==> config.mk <==
export PLATFORM = sky130hd
export DESIGN_NAME = dw_packer
export DESIGN_NICKNAME = d
export VERILOG_FILES = /design/src/rtl/xdma_dw_pkg.sv /design/src/rtl/dw_packer.sv
export SDC_FILE = /design/constraint.sdc
export NUM_CORES = 1
export LEC_CHECK = 0
export ABC_CLOCK_PERIOD_IN_PS = 19400
export BUFFER_PORTS_ARGS = -buffer_cell sky130_fd_sc_hd__buf_2
export CORE_ASPECT_RATIO = 0.8
export CORE_MARGIN = 2
export CORE_UTILIZATION = 25
export DETAILED_ROUTE_END_ITERATION = 7
export GPL_ROUTABILITY_DRIVEN = 0
export GPL_TIMING_DRIVEN = 1
export PLACE_DENSITY_LB_ADDON = 0.12
export SYNTH_ARGS = -nofsm -noshare
export SYNTH_HDL_FRONTEND = slang
export SYNTH_SLANG_ARGS = --single-unit
export TNS_END_PERCENT = 100
==> constraint.sdc <==
create_clock -name clk_i -period 19.4 [get_ports clk_i]
set_input_delay 1.94 -clock clk_i [delete_from_list [all_inputs] [get_ports clk_i]]
set_output_delay 1.94 -clock clk_i [all_outputs]
set_load 0.01 [all_outputs]
==> src/rtl/xdma_dw_pkg.sv <==
// -----------------------------------------------------------------------------
// xdma_dw_pkg
//   Shared helpers for the xDMA data-width converters (dw_packer,
//   dw_down_converter, dw_up_converter).
//   - dw_ratio(in_dw, out_dw): number of narrow lanes in one wide word.
//   - lane_mask(cnt, ratio)  : thermometer mask with lanes 0..cnt set,
//                              clipped to the number of real lanes.
//   - `CHECK_DW_PARAMS       : generate-scope guard that stops elaboration
//                              when the two widths cannot be converted.
// -----------------------------------------------------------------------------

`ifndef XDMA_DW_PKG_SV
`define XDMA_DW_PKG_SV

// Place at module scope. Elaboration fails unless out_dw is an exact
// multiple of in_dw and at least twice as wide.
`define CHECK_DW_PARAMS(in_dw, out_dw) \
  if ((((out_dw) % (in_dw)) != 0) || (((out_dw) / (in_dw)) < 2)) begin : g_bad_dw_params \
    $error("dw converter: OUTPUT_DW must be a multiple of INPUT_DW with a ratio of at least 2"); \
  end

package xdma_dw_pkg;

  // Widest lane mask lane_mask() can describe.
  localparam int unsigned MAX_RATIO = 64;

  // Number of narrow lanes that make up one wide word.
  function automatic int unsigned dw_ratio(input int unsigned in_dw,
                                           input int unsigned out_dw);
    return out_dw / in_dw;
  endfunction

  // Lanes 0..cnt set, lanes at or above ratio always clear.
  function automatic logic [MAX_RATIO-1:0] lane_mask(input int unsigned cnt,
                                                     input int unsigned ratio);
    logic [MAX_RATIO-1:0] mask;
    mask = '0;
    for (int unsigned i = 0; i < MAX_RATIO; i++) begin
      if ((i <= cnt) && (i < ratio)) begin
        mask[i] = 1'b1;
      end else begin
        mask[i] = 1'b0;
      end
    end
    return mask;
  endfunction

endpackage

`endif

==> src/rtl/dw_packer.sv <==
// -----------------------------------------------------------------------------
// dw_packer
//   Narrow-to-wide stream packer. Collects RATIO = OUTPUT_DW/INPUT_DW narrow
//   beats into one wide word, lane 0 (LSBs) holding the first beat. A beat
//   with last_i closes the word early; lanes that never received a beat read
//   as zero and are flagged clear in keep_o.
//
// Ports
//   clk_i    in   1          clock, rising edge
//   rst_i    in   1          synchronous, active-high reset
//   data_i   in   INPUT_DW   narrow beat
//   last_i   in   1          beat closes the current frame
//   valid_i  in   1          input beat valid
//   ready_o  out  1          beat accepted when valid_i & ready_o
//   data_o   out  OUTPUT_DW  packed wide word
//   keep_o   out  RATIO      bit k set = lane k holds a real beat
//   last_o   out  1          word is the final word of a frame
//   valid_o  out  1          output word valid
//   ready_i  in   1          word consumed when valid_o & ready_i
// -----------------------------------------------------------------------------

module dw_packer
  import xdma_dw_pkg::*;
#(
  parameter int unsigned INPUT_DW  = 64,
  parameter int unsigned OUTPUT_DW = 512,
  localparam int unsigned RATIO    = dw_ratio(INPUT_DW, OUTPUT_DW)
) (
  input  logic                 clk_i,
  input  logic                 rst_i,
  input  logic [INPUT_DW-1:0]  data_i,
  input  logic                 last_i,
  input  logic                 valid_i,
  output logic                 ready_o,
  output logic [OUTPUT_DW-1:0] data_o,
  output logic [RATIO-1:0]     keep_o,
  output logic                 last_o,
  output logic                 valid_o,
  input  logic                 ready_i
);

  `CHECK_DW_PARAMS(INPUT_DW, OUTPUT_DW)

  if (RATIO > MAX_RATIO) begin : g_bad_ratio
    $error("dw_packer: RATIO exceeds the lane_mask() limit");
  end

  localparam int unsigned      CW        = (RATIO > 1) ? $clog2(RATIO) : 1;
  localparam logic [CW-1:0]    LAST_LANE = CW'(RATIO - 1);

  // Only RATIO-1 lanes are buffered: the top lane is always the completing
  // beat itself and is taken straight from data_i.
  logic [INPUT_DW-1:0]  acc_r [RATIO-1];
  logic [CW-1:0]        cnt_r;

  logic [OUTPUT_DW-1:0] data_r;
  logic [RATIO-1:0]     keep_r;
  logic                 last_r;
  logic                 out_valid_r;

  logic                 ready_s;
  logic                 accept_s;
  logic                 complete_s;
  logic [RATIO-1:0]     mask_s;
  logic [OUTPUT_DW-1:0] word_s;

  // The output register can take a new word when it is empty or being drained.
  assign ready_s    = !out_valid_r | ready_i;
  assign accept_s   = valid_i & ready_s;
  assign complete_s = accept_s & (last_i | (cnt_r == LAST_LANE));

  // Lanes 0..cnt_r carry real data for the word being completed.
  assign mask_s = RATIO'(lane_mask(32'(cnt_r), RATIO));

  // Candidate wide word: current beat in lane cnt_r, buffered beats below it.
  // Lanes above cnt_r may hold data from an older frame; the mask zeroes them.
  for (genvar g = 0; g < RATIO; g++) begin : g_lane
    logic [INPUT_DW-1:0] lane_src;
    if (g < RATIO - 1) begin : g_buffered
      assign lane_src = (cnt_r == CW'(g)) ? data_i : acc_r[g];
    end else begin : g_top
      assign lane_src = data_i;
    end
    assign word_s[g*INPUT_DW +: INPUT_DW] = lane_src & {INPUT_DW{mask_s[g]}};
  end

  // Accumulator: store each non-completing beat into its lane.
  always_ff @(posedge clk_i) begin
    for (int k = 0; k < RATIO - 1; k++) begin
      if (rst_i) begin
        acc_r[k] <= '0;
      end else if (accept_s && !complete_s && (cnt_r == CW'(k))) begin
        acc_r[k] <= data_i;
      end else begin
        acc_r[k] <= acc_r[k];
      end
    end
  end

  // Lane counter: advances per accepted beat, restarts when a word completes.
  always_ff @(posedge clk_i) begin
    if (rst_i) begin
      cnt_r <= '0;
    end else if (complete_s) begin
      cnt_r <= '0;
    end else if (accept_s) begin
      cnt_r <= cnt_r + CW'(1);
    end else begin
      cnt_r <= cnt_r;
    end
  end

  // Output register: load on completion (even while draining), else drain or hold.
  always_ff @(posedge clk_i) begin
    if (rst_i) begin
      data_r      <= '0;
      keep_r      <= '0;
      last_r      <= 1'b0;
      out_valid_r <= 1'b0;
    end else if (complete_s) begin
      data_r      <= word_s;
      keep_r      <= mask_s;
      last_r      <= last_i;
      out_valid_r <= 1'b1;
    end else if (out_valid_r && ready_i) begin
      out_valid_r <= 1'b0;
    end else begin
      out_valid_r <= out_valid_r;
    end
  end

  assign ready_o = ready_s;
  assign data_o  = data_r;
  assign keep_o  = keep_r;
  assign last_o  = last_r;
  assign valid_o = out_valid_r;

endmodule

==> load_flow_metrics.sql <==
INSERT INTO impl_metrics (metric_group, metric, value, unit) VALUES
('place', 'port_bufs', '591', ''),
('critical_path', 'crit_arrival', '5750', 'ps'),
('die', 'initial_core_util', '25.1', '%'),
('synth', 'async_flop_share', '0', '%'),
('routing', 'dr.first_iter.drc_count', '1885', ''),
('critical_path', 'r2r_slack', '14950', 'ps'),
('timing', 'maxSlewViolCount', '0', ''),
('critical_path', 'cp.required', '20050', 'ps'),
('place', 'placed_cells', '5358', ''),
('pwr', 'power.density_cell_area', '100', 'nW/um^2'),
('timing', 'setup_tns', '0', 'ps'),
('critical_path', 'timing.critical_path.mode_cell', 'buf_4', ''),
('final_layout', 'areaGrowthSynthToFinish', '21.4', '%'),
('cts', 'ctsResizeCount', '0', ''),
('global_route', 'grt_first_pass_wirelength', '214000', 'um'),
('flow_run', 'maxCapViolCount', '0', ''),
('routing', 'via_count', '26252', ''),
('die', 'die_x', '437', 'um'),
('synth', 'synth-seq-cells', '973', ''),
('final_layout', 'layoutNonFillerInstCount', '5562', ''),
('cts', 'sinks_on_the_clock_net', '973', ''),
('worst_hold_path', 'hp-class', 'flop to flop', ''),
('die', 'height_of_the_die', '351', 'um'),
('critical_path', 'critPathMaxFanout', '80', ''),
('cts', 'clock_insertion_delay_worst_skew', '760', 'ps'),
('timing', 'worst-slew-pin-transition', '1150', 'ps'),
('critical_path', 'path_class', 'input pin to flop', ''),
('timing', 'fin_worst_skew', '46.8', 'ps'),
('die', 'die_area', '153000', 'um^2'),
('routing', 'vias_per_cell', '4.72', ''),
('die', 'rows', '127', ''),
('die', 'placeableCoreArea', '150000', 'um^2'),
('timing', 'fin_crit_sh', '26.3', '%'),
('synth', 'postSynthCellCount', '3035', ''),
('routing', 'drc', '0', ''),
('timing', 'grt_setup_unrepaired', 'no', ''),
('final_layout', 'fill_cells', '15249', ''),
('critical_path', 'worstPathCellList', 'buf_2 > nor2b_1 > buf_4 > inv_2 > a31oi_4 > buf_4 > buf_4 > buf_4 > o2bb2ai_1', ''),
('synth', 'synth_fp_nets', '3108', ''),
('cts', 'cts-hold-fix-buffers', '0', ''),
('timing', 'slew-limit-headroom', '23.2', '%'),
('routing', 'wirelength', '155000', 'um'),
('synth', 'leading_register_cell_type_out_of_synthesis', 'dfxtp_1', ''),
('synth', 'post_synth.cell_area_avg', '12.4', 'um^2'),
('critical_path', 'critical_path_cell_with_the_highest_stage_delay', 'buf_4', ''),
('timing', 'timing.fmax', '196', 'MHz'),
('routing', 'route.antenna.remaining_nets', '0', ''),
('cts', 'cts_post_setup_buffers_inserted', '0', ''),
('timing', 'final.hold.worst_slack', '452', 'ps'),
('global_route', 'first_global_vias', '26019', ''),
('die', 'io_pins', '592', ''),
('cts', 'cts.clk_slew.worst_paths', '60', 'ps'),
('routing', 'routedWlPerCell', '27.8', 'um'),
('cts', 'tritoncts.num_buffers', '109', ''),
('critical_path', 'crit_path_start_kind', 'input pin', ''),
('synth', 'synth-edff-count', '448', ''),
('synth', 'seq_area_frac_synth', '63.8', '%'),
('critical_path', 'critical-path-max-stage-delay', '820', 'ps'),
('timing', 'minimum_clock_period', '5100', 'ps'),
('routing', 'drt-pass1-iter-count', '5', ''),
('timing', 'final-setup-viol-count', '0', ''),
('synth', 'syn-cell-area', '37600', 'um^2'),
('timing', 'hold_viol_final', '0', ''),
('cts', 'cts_buffer_depth', '3', ''),
('synth', 'ys_warn_count', '0', ''),
('pwr', 'leakagePower', '19.1', 'nW'),
('synth', 'synth.lib_cells_used.distinct', '37', ''),
('global_route', 'grt_overflow_total', '0', ''),
('cts', 'clk_root_buffer_cell', 'clkbuf_16', ''),
('final_layout', 'nNetsFinal', '3543', ''),
('critical_path', 'critPathCaptureType', 'flop', ''),
('pwr', 'vdd_ir_drop_max', '0.0634', 'mV'),
('place', 'dp_hpwl', '97100', 'um'),
('cts', 'cts_htree_levels', '3', ''),
('global_route', 'grtUsageTotal', '19.5', '%'),
('global_route', 'grt_start_max_net_pins', '81', ''),
('run_status', 'status', 'completed', ''),
('final_layout', 'layout-drive-gt1-share', '23.5', '%'),
('global_route', 'grt_antenna_before_repair', '7', ''),
('cts', 'tritoncts_clock_tree', 'built', '');
## metal layers
| layer | vias to the layer above | global-route usage [%] | part of all wire, % |
|---|---|---|---|
| met1 | 13458 | 26.9 | 46 |
| met2 | 626 | 31.4 | 46 |
| met5 | - | 0 | 0 |
| li1 | 12006 | - | - |
| met4 | 0 | 4.90 | 2.4 |
| met3 | 162 | 3.91 | 5.2 |
## stage by stage
| step | utilization [%] | setup WS [ps] | total power, mW | cell area [um^2] |
|---|---|---|---|---|
| after floorplan | - | 9870 | 2.41 | 37600 |
| after global placement | 28.2 | 13550 | 2.55 | 42100 |
| after detailed placement | 28.2 | 13540 | 2.55 | 42100 |
| after CTS | 30.5 | 14330 | 4.63 | 45600 |
| after global routing | 30.5 | 14150 | 4.73 | 45600 |
| final | 30.5 | 14300 | 4.57 | 45600 |
## placed cells by master (no fill, tap or decap), types with 22 or more instances in the layout
cell type and count:
clkbuf_1 31, buf_4 51, o21a_1 67, clkbuf_8 22
inv_1 199, o32ai_1 128, clkbuf_16 110, o2bb2ai_1 384
buf_2 591, a31oi_1 67, mux2i_1 384, nor2_1 385
dfxtp_1 522, nand2_1 64, edfxtp_1 448
## layout make-up
cell class	count	area (um^2)	share of cell area, %
diodes	1	2.50	0.00549
clock buffers	163	3170	6.96
clock inverters	40	334	0.733
inverters	202	761	1.67
multi-input cells	1542	11500	25.3
flip-flops and latches	973	24000	52.6
well taps	1999	2500	5.48
repair buffers	642	3340	7.33
## where the power goes
part           switching [mW]  internal (mW)
Clock                   0.908           1.17
Combinational           0.207         0.0625
Sequential             0.0246           2.20
## critical path: cells and delay by family
| kind | cells | cell delay, ps |
|---|---|---|
| buf+inv | 6 | 2920 |
| compound gates | 2 | 420 |
| simple gates | 1 | 250 |
## worst paths after layout
| path | from | cells past startpoint | end |
|---|---|---|---|
| worst max-delay path | ready_i | 9 | data_o[36]$_SDFFE_PP0P_ |
| worst min-delay path | data_o[263]$_SDFFE_PP0P_ | 2 | data_o[263]$_SDFFE_PP0P_ |
| worst max register to register | cnt_r[0]$_SDFFE_PP0P_ | 8 | data_o[36]$_SDFFE_PP0P_ |
| worst min register to register | data_o[263]$_SDFFE_PP0P_ | 2 | data_o[263]$_SDFFE_PP0P_ |
## cell usage after synthesis, types with 2 or more instances
master,count,area [um^2]
o32ai_1,128,1120
nor2_1,386,1450
nor3_1,3,15.0
o2bb2ai_1,384,3360
a31oi_1,67,419
buf_1,36,135
mux2i_1,384,3840
nand2b_1,2,12.5
nand3b_1,2,15.0
o31ai_1,2,15.0
o21a_1,67,503
a211oi_1,3,22.5
clkbuf_1,149,559
edfxtp_1,448,13500
o21ai_0,6,30.0
buf_4,2,15.0
nand3_1,6,30.0
nand2_1,72,270
inv_1,200,751
buf_6,18,203
ha_1,4,50.1
nand4_1,6,37.5
buf_2,113,566
nor2b_1,2,12.5
inv_2,2,7.51
dfxtp_1,525,10500
a21oi_1,6,30.0
or4_4,3,33.8
## registers in the layout (all words and copies together) (netlist names)
name,flops
acc_r,448
cnt_r,3
last_o,1
data_o,512
keep_o,8
valid_o,1
## logic make-up after synthesis
group,synth area share (%)
AND/OR/NAND/NOR,5.05
multiplexers,10.2
AO/OA/AOI/OAI,14.8
flip-flops,63.8
adder cells (fa/ha/maj),0.133
buffers and inverters,5.95
Power figures use the tool's default switching activity.
